===== src/rtl/parking_pkg.sv =====
// Shared encodings for the parking lane gate scheduler.
// FSM state codes, direction constants and the default lot size.
package parking_pkg;

    typedef enum logic [1:0] {
        IDLE     = 2'd0,
        OPEN_IN  = 2'd1,
        OPEN_OUT = 2'd2,
        CLOSE    = 2'd3
    } state_t;

    localparam logic DIR_IN  = 1'b1;
    localparam logic DIR_OUT = 1'b0;

    localparam int DEF_TOTAL_SPACES = 200;

endpackage


===== src/rtl/gate_timer.sv =====
// Open-gate watchdog: cleared on grant, counts open cycles, flags the last one.
// Only compiled when GATE_TIMEOUT_EN is defined.
`ifdef GATE_TIMEOUT_EN
module gate_timer #(
    parameter int TIMEOUT_CYC = 1000
) (
    input  logic clk,
    input  logic rst_n,
    input  logic i_load,
    input  logic i_en,
    output logic o_expire
);

    localparam int W = (TIMEOUT_CYC > 2) ? $clog2(TIMEOUT_CYC) : 1;
    localparam logic [W-1:0] L_LAST = W'(TIMEOUT_CYC - 1);

    logic [W-1:0] r_cnt;

    always_ff @(posedge clk) begin
        if (!rst_n) begin
            r_cnt <= '0;
        end else if (i_load) begin
            r_cnt <= '0;
        end else if (i_en && r_cnt != L_LAST) begin
            r_cnt <= r_cnt + W'(1);
        end
    end

    assign o_expire = i_en & (r_cnt == L_LAST);

endmodule
`endif


===== src/rtl/parking_gate_scheduler.sv =====
// Shared lane barrier sequencer with free-space accounting.
// Optional open-gate timeout enabled by defining GATE_TIMEOUT_EN.
module parking_gate_scheduler
    import parking_pkg::*;
#(
    parameter int CAP_W        = 8,
    parameter int TOTAL_SPACES = DEF_TOTAL_SPACES,
    parameter int TIMEOUT_CYC  = 1000
) (
    input  logic             clk,
    input  logic             rst_n,
    input  logic             entry_req,
    input  logic             exit_req,
    input  logic             car_passed,
    output logic             gate_open,
    output logic             grant_in,
    output logic             grant_out,
    output logic [CAP_W-1:0] free_spaces,
    output logic             full,
    output logic             busy,
    output logic             timeout_err
);

    localparam logic [CAP_W-1:0] L_TOTAL = CAP_W'(TOTAL_SPACES);

    state_t           r_state;
    logic             r_last_dir;
    logic [CAP_W-1:0] r_free;
    logic             r_gate;
    logic             r_gin;
    logic             r_gout;
    logic             r_full;
    logic             r_busy;
    logic             r_terr;

    logic             w_elig_in;
    logic             w_elig_out;
    logic             w_pick_in;
    logic             w_open;
    logic             w_load;
    logic             w_expire;
    logic [CAP_W-1:0] w_next_free;

    assign w_elig_in  = entry_req & ~r_full;
    assign w_elig_out = exit_req;
    // Contention goes to the direction not served last time
    assign w_pick_in  = w_elig_in & (~w_elig_out | (r_last_dir == DIR_OUT));
    assign w_open     = (r_state == OPEN_IN) | (r_state == OPEN_OUT);
    assign w_load     = (r_state == IDLE) & (w_elig_in | w_elig_out);

`ifdef GATE_TIMEOUT_EN
    gate_timer #(
        .TIMEOUT_CYC(TIMEOUT_CYC)
    ) u_timer (
        .clk     (clk),
        .rst_n   (rst_n),
        .i_load  (w_load),
        .i_en    (w_open),
        .o_expire(w_expire)
    );
`else
    assign w_expire = 1'b0;
`endif

    always_comb begin
        w_next_free = r_free;
        if (r_state == OPEN_IN) begin
            w_next_free = r_free - CAP_W'(1);
        end else if (r_free != L_TOTAL) begin
            w_next_free = r_free + CAP_W'(1);
        end
    end

    always_ff @(posedge clk) begin
        if (!rst_n) begin
            r_state    <= IDLE;
            r_last_dir <= DIR_OUT;
            r_free     <= L_TOTAL;
            r_full     <= (L_TOTAL == '0);
            r_gate     <= 1'b0;
            r_gin      <= 1'b0;
            r_gout     <= 1'b0;
            r_busy     <= 1'b0;
            r_terr     <= 1'b0;
        end else begin
            r_terr <= 1'b0;
            unique case (r_state)
                IDLE: begin
                    if (w_load) begin
                        r_state    <= w_pick_in ? OPEN_IN : OPEN_OUT;
                        r_last_dir <= w_pick_in ? DIR_IN : DIR_OUT;
                        r_gate     <= 1'b1;
                        r_gin      <= w_pick_in;
                        r_gout     <= ~w_pick_in;
                        r_busy     <= 1'b1;
                    end
                end
                OPEN_IN, OPEN_OUT: begin
                    if (car_passed || w_expire) begin
                        r_state <= CLOSE;
                        r_gate  <= 1'b0;
                        r_gin   <= 1'b0;
                        r_gout  <= 1'b0;
                    end
                    if (car_passed) begin
                        r_free <= w_next_free;
                        r_full <= (w_next_free == '0);
                    end else if (w_expire) begin
                        r_terr <= 1'b1;
                    end
                end
                CLOSE: begin
                    r_state <= IDLE;
                    r_busy  <= 1'b0;
                end
            endcase
        end
    end

    assign gate_open   = r_gate;
    assign grant_in    = r_gin;
    assign grant_out   = r_gout;
    assign free_spaces = r_free;
    assign full        = r_full;
    assign busy        = r_busy;
    assign timeout_err = r_terr;

endmodule

===== config.mk =====
export PLATFORM = sky130hd
export DESIGN_NAME = parking_gate_scheduler
export DESIGN_NICKNAME = d
export VERILOG_FILES = /design/src/rtl/parking_pkg.sv /design/src/rtl/gate_timer.sv /design/src/rtl/parking_gate_scheduler.sv
export SDC_FILE = /design/constraint.sdc
export NUM_CORES = 1
export LEC_CHECK = 0
export ABC_CLOCK_PERIOD_IN_PS = 2990
export BUFFER_PORTS_ARGS = -buffer_cell sky130_fd_sc_hd__buf_2
export CAP_MARGIN = 20
export CORE_MARGIN = 8
export CORE_UTILIZATION = 30
export DETAILED_ROUTE_END_ITERATION = 8
export PLACE_DENSITY = 0.48
export REMOVE_ABC_BUFFERS = 1
export SYNTH_ARGS = -nofsm -noshare
export SYNTH_HDL_FRONTEND = slang
export SYNTH_SLANG_ARGS = --single-unit

===== constraint.sdc =====
create_clock -name clk -period 2.99 [get_ports clk]
set_clock_uncertainty 0.2 [all_clocks]
set_input_delay 0.1495 -clock clk [delete_from_list [all_inputs] [get_ports clk]]
set_output_delay 0.1495 -clock clk [all_outputs]
set_load 0.01 [all_outputs]

Word-level counts from Yosys, hierarchy flattened
Cells that the tools add are included.
- $add $sub $neg: 2
- multiply operators: 0
- divide/modulo/power cells: 0
- $lt $le $gt $ge: 0
- eq/ne operators: 6
- shift-type cells: 0
- multiplexer cells: 15
- bitwise gates (word level): 9
- reductions and logical operators: 10
- operators by type and width (operator ; number):
    8-bit two-way mux ; 2
    8-bit by 1-bit adder with 8-bit output (second input constant) ; 1
    8-bit logical NOT ; 1
    8-bit inequality test (second input constant) ; 1
    1-bit case mux with 2 select lines ; 4
    2-bit AND reduction ; 4
    8-bit by 1-bit subtractor with 8-bit output (second input constant) ; 1
    2-bit two-way mux ; 3
    2-bit case mux with 3 select lines ; 1
    1-bit two-way mux ; 5
    2-bit == test (second input constant) ; 2
    2-bit inequality test (second input constant) ; 2
    1-bit NOT ; 4
    2-bit nonzero test ; 2
    1-bit AND ; 3
    3-bit AND reduction ; 1
    2-bit by 1-bit == test with 1-bit output (second input constant) ; 1
    2-bit logical NOT ; 1
    1-bit bitwise OR ; 2
    2-bit OR reduction ; 1
- flip-flop bits (word level): 16
- latch bits: 0
- bits in writable memories: 0
- memory bits (read-only): 0
- input port bits: 5
- output and inout port bits: 14
- memories: 0

Depth between registers and ports, before layout
- depth after elaboration: 6
- mapped depth: 9
- mapped depth without buffers: 8

Least setup slack after synthesis
Ideal clock, no wire load.
- path type: register to register
- from: register r_free[1], in the netlist free_spaces[1]
- to: register r_full, in the netlist full
- setup time: 0.069 ns
- data arrival time: 1.889 ns
- path slack: 0.832 ns
- cell stages (with the launch flop): 10
- buffers on the path: 1
- clock period less this slack: 2.158 ns
- cells stage by stage: dfxtp_1 > clkbuf_1 > inv_1 > ha_1 > nor4b_4 > nand4_4 > or4_1 > nand3_1 > nand4_1 > o21ai_1
- word-level cells in the longest chain between the ends: 4
- ends and longest elaborated chain (element ; line ; RTL):
    start, declared ; parking_gate_scheduler.sv:28 ; logic [CAP_W-1:0] r_free;
    start signal, assigned ; parking_gate_scheduler.sv:106 ; r_free <= w_next_free;
    8-bit by 1-bit adder with 8-bit output / 8-bit inequality test (equally long branches) ; parking_gate_scheduler.sv:70, parking_gate_scheduler.sv:69 ;
    8-bit two-way mux ; parking_gate_scheduler.sv:69 ; end else if (r_free != L_TOTAL) begin
    8-bit two-way mux (*) ; parking_gate_scheduler.sv:67 ; if (r_state == OPEN_IN) begin
    8-bit logical NOT (*) ; parking_gate_scheduler.sv:107 ; r_full <= (w_next_free == '0);
    end signal, assigned ; parking_gate_scheduler.sv:79 ; r_full <= (L_TOTAL == '0);
    end signal, assigned ; parking_gate_scheduler.sv:107 ;
    end, declared ; parking_gate_scheduler.sv:32 ; logic r_full;
Every way passes the cells marked *; elsewhere a longest branch is shown, timed or not.
A chain may end at the register's enable or synchronous reset.

Worst setup path after layout
- from: register r_state[1]
- to: register r_full, in the netlist full
- word-level cells in the longest chain between the ends: 3
- ends and longest elaborated chain (element ; line ; RTL):
    start, declared ; parking_gate_scheduler.sv:26 ; state_t r_state;
    start signal, assigned ; parking_gate_scheduler.sv:90 ; r_state <= w_pick_in ? OPEN_IN : OPEN_OUT;
    2-bit by 1-bit == test with 1-bit output / 2-bit == test (equally long branches) ; parking_gate_scheduler.sv:67, parking_gate_scheduler.sv:87 ;
    8-bit two-way mux / 2-bit OR reduction (equally long branches) ; parking_gate_scheduler.sv:67, parking_gate_scheduler.sv:87 ;
    8-bit logical NOT / 2-bit AND reduction (equally long branches) ; - ;
Parallel ways exist; a longest one is shown, timed or not.

==> results_dict.tcl <==
set metrics [dict create \
    power.internal_mw 0.7021 \
    r2r-start "r_state[1]" \
    p_sw_mw 0.5568 \
    maxSlewViolCount 0 \
    required_ns 2.98 \
    clkSinkCount 16 \
    fin_area_um2 1309 \
    synth.top_cells.by_count "a21oi_1 (17), dfxtp_1 (16), nand2_1 (10)" \
    final_nets 169 \
    grtUsageTotal 0.09097 \
    vdd_drop_max_uv 273.0 \
    async_reset_ff_frac 0 \
    core_um2 3689 \
    fp.dieArea_um2 6117 \
    startpoint_type "flip-flop" \
    yosysMostFrequentCell "a21oi_1" \
    holdPathStages 2 \
    cts.htree.levels 1 \
    grt_pass1_vias 972 \
    postCtsSetupBuffers 0 \
    dp_hpwl_um 2052 \
    synth_area_leaders "dfxtp_1 (28%), a21oi_1 (7.3%), ha_1 (6.5%), nor2b_1 (3.8%), nand2_1 (3.2%)" \
    clkLatencyLatePin_ns 0.25 \
    final_core_util 0.3548 \
    dp.cells 201 \
    pin_count 19 \
    leakage_nw 0.5317 \
    final-setup-viol-count 0 \
    cap_violations 0 \
    area_growth_pct 12.72 \
    grt_max_degree 18 \
    post-synth-top-area-fraction 0.2759 \
    crit-reg2reg-capture "full" \
    hold_viol 0 \
    status "finished, final reports clean" \
    clockPowerShare 0.156 \
    synth_ff_type "dfxtp_1" \
    final_layout_size_suffix_gt1_frac 0.1720 \
    power_frac_comb 0.571 \
    gp_congestion 0.7657 \
    num_vias 1045 \
    ys_seq_area_frac 0.2759 \
    synth_cell_types 45 \
    finalWorstSetupSlack_ns 0.6024 \
    die_y_um 78.21 \
    crit_path_end_kind "flip-flop" \
    seqPwrFrac 0.273 \
    fin_crit_ns 2.388 \
    die_w_um 78.21 \
    power_mw 1.259 \
    diodes 0 \
    instances_no_fill 205 \
    dr.pass1.iters 4 \
    syn-instance-count 147 \
    detail_route.wl_per_cell_um 13.39 \
    worstPathArrival_ns 2.37 \
    syn_avg_cell_area_um2 7.899 \
    portBuffers 17 \
    ys_warn_count 0 \
    grt_pass1_wl_um 4540 \
    hold_buffers 0 \
    worstHoldEndpoint "free_spaces[6]" \
    min_from "rst_n" \
    yosysTopAreaCell "dfxtp_1" \
    floorplan.initialDensity 0.3148 \
    synth_area_um2 1161 \
    via_per_inst 5.098 \
    cts_tree "built" \
    cts_buffers 3 \
    r2r_slack_ns 0.60 \
    placed_cell_area_um2 1254 \
    cts_resized 0 \
    clk_pin_slew_ns 0.07 \
    switching_share 0.4423 \
    drtAntennaViolNets 0 \
    fin_setup_tns_ns 0 \
    grt_overflow 0 \
    synth_edf_count 0 \
    drcViolationCount 0 \
    crit_type "reg -> reg" \
    fin_crit_sh 0.7985 \
    drt-initial-drc-count 44 \
    std_cell_rows 22 \
    power_density_nw_per_um2 961.9 \
    hold_path.class "in -> reg" \
    wirelength_um 2745 \
    antenna_found_initial 0 \
    ff2ff_path_depth 8 \
    cts_root_buffer "clkbuf_8" \
    clock_path_buffers 2 \
    synth-seq-cells 16 \
    rsz0062_at_grt "false" \
    dp_slack_ns 0.6463 \
    cp_max_fo 13 \
    hold_slack_ns 0.03695 \
    clock.fmax_ghz 0.4188 \
]
-- cells by family after synthesis --
family | Yosys count | share of synthesized area
DFF | 16 | 0.2759
adders and majority gates | 6 | 0.06465
and+or+nand+nor | 57 | 0.3082
muxes | 2 | 0.01832
xor gates and xnor gates | 7 | 0.05280
AOI/OAI and AO/OA | 39 | 0.2026
buffers and inverters | 19 | 0.07435
other | 1 | 0.003230
-- metal layers --
metal | global-route usage | vias up | part of all wire | routed length [µm]
met3 | 0.03303 | 2 | 0.060 | 166
li1 | - | 536 | - | -
met1 | 0.1074 | 484 | 0.45 | 1229
met5 | 0 | - | 0 | 0
met4 | 0.03333 | 0 | 0.0051 | 14
met2 | 0.1475 | 23 | 0.49 | 1334
-- how the worst max path moves through the flow --
stage | startpoint | end | slack [ns]
global route | r_state[1] | full | 0.32
finish | r_state[1] | full | 0.60
global placement | free_spaces[0] | full | 0.65
CTS | r_state[1] | full | 0.61
detailed placement | r_state[1] | full | 0.65
floorplan | r_state[1] | full | 0.75
-- worst max-delay path, cell delays in order, from the launching register on --
cell	delay, ns
dfxtp_1	0.32
inv_1	0.11
ha_1	0.41
nand2b_1	0.13
o31ai_1	0.38
xor2_1	0.11
a2111oi_0	0.40
nand4_1	0.14
o21ai_1	0.12
-- sequential cells by signal, indices dropped and copies added (netlist names) --
signal	cells
gate_open	1
r_state	2
grant_in	1
r_last_dir	1
free_spaces	8
full	1
busy	1
grant_out	1
-- power by group through the flow --
stage | registers (mW) | logic, mW | clock network, mW
4_1_cts | 0.343 | 0.730 | 0.210
5_1_grt | 0.354 | 0.823 | 0.215
2_1_floorplan | 0.353 | 0.532 | 0
6_report | 0.344 | 0.719 | 0.196
3_5_place_dp | 0.348 | 0.727 | 0
3_3_place_gp | 0.344 | 0.718 | 0
-- area by class of cell --
type                       count  area (µm²)
inverter                       7       26.28
clock buffer                   4       55.05
tap                           48       60.06
multi-input combinational    112       754.5
sequential                    16       320.3
fill                         393        2380
timing repair buffer          18       92.59
-- layout by cell type (no fill, tap or decap), drive strengths merged, types with 2 or more instances in the layout --
cell type  netlist  routed
and3             2       2
dfxtp           16      16
nand3b           2       2
xor2             4       4
ha               6       6
nor2b            7       7
a22oi            2       2
nand2           10      10
nand3            7       7
nor2             7       7
xnor2            3       3
o21a             2       2
nand2b           5       5
nand4            3       3
or4              2       2
inv              7       7
and2             3       3
nor3             3       3
clkbuf           6       4
buf              6      18
nor3b            2       2
a21oi           17      17
o21ai            8       8
o211ai           2       2
(Power assumes the default switching activity.)
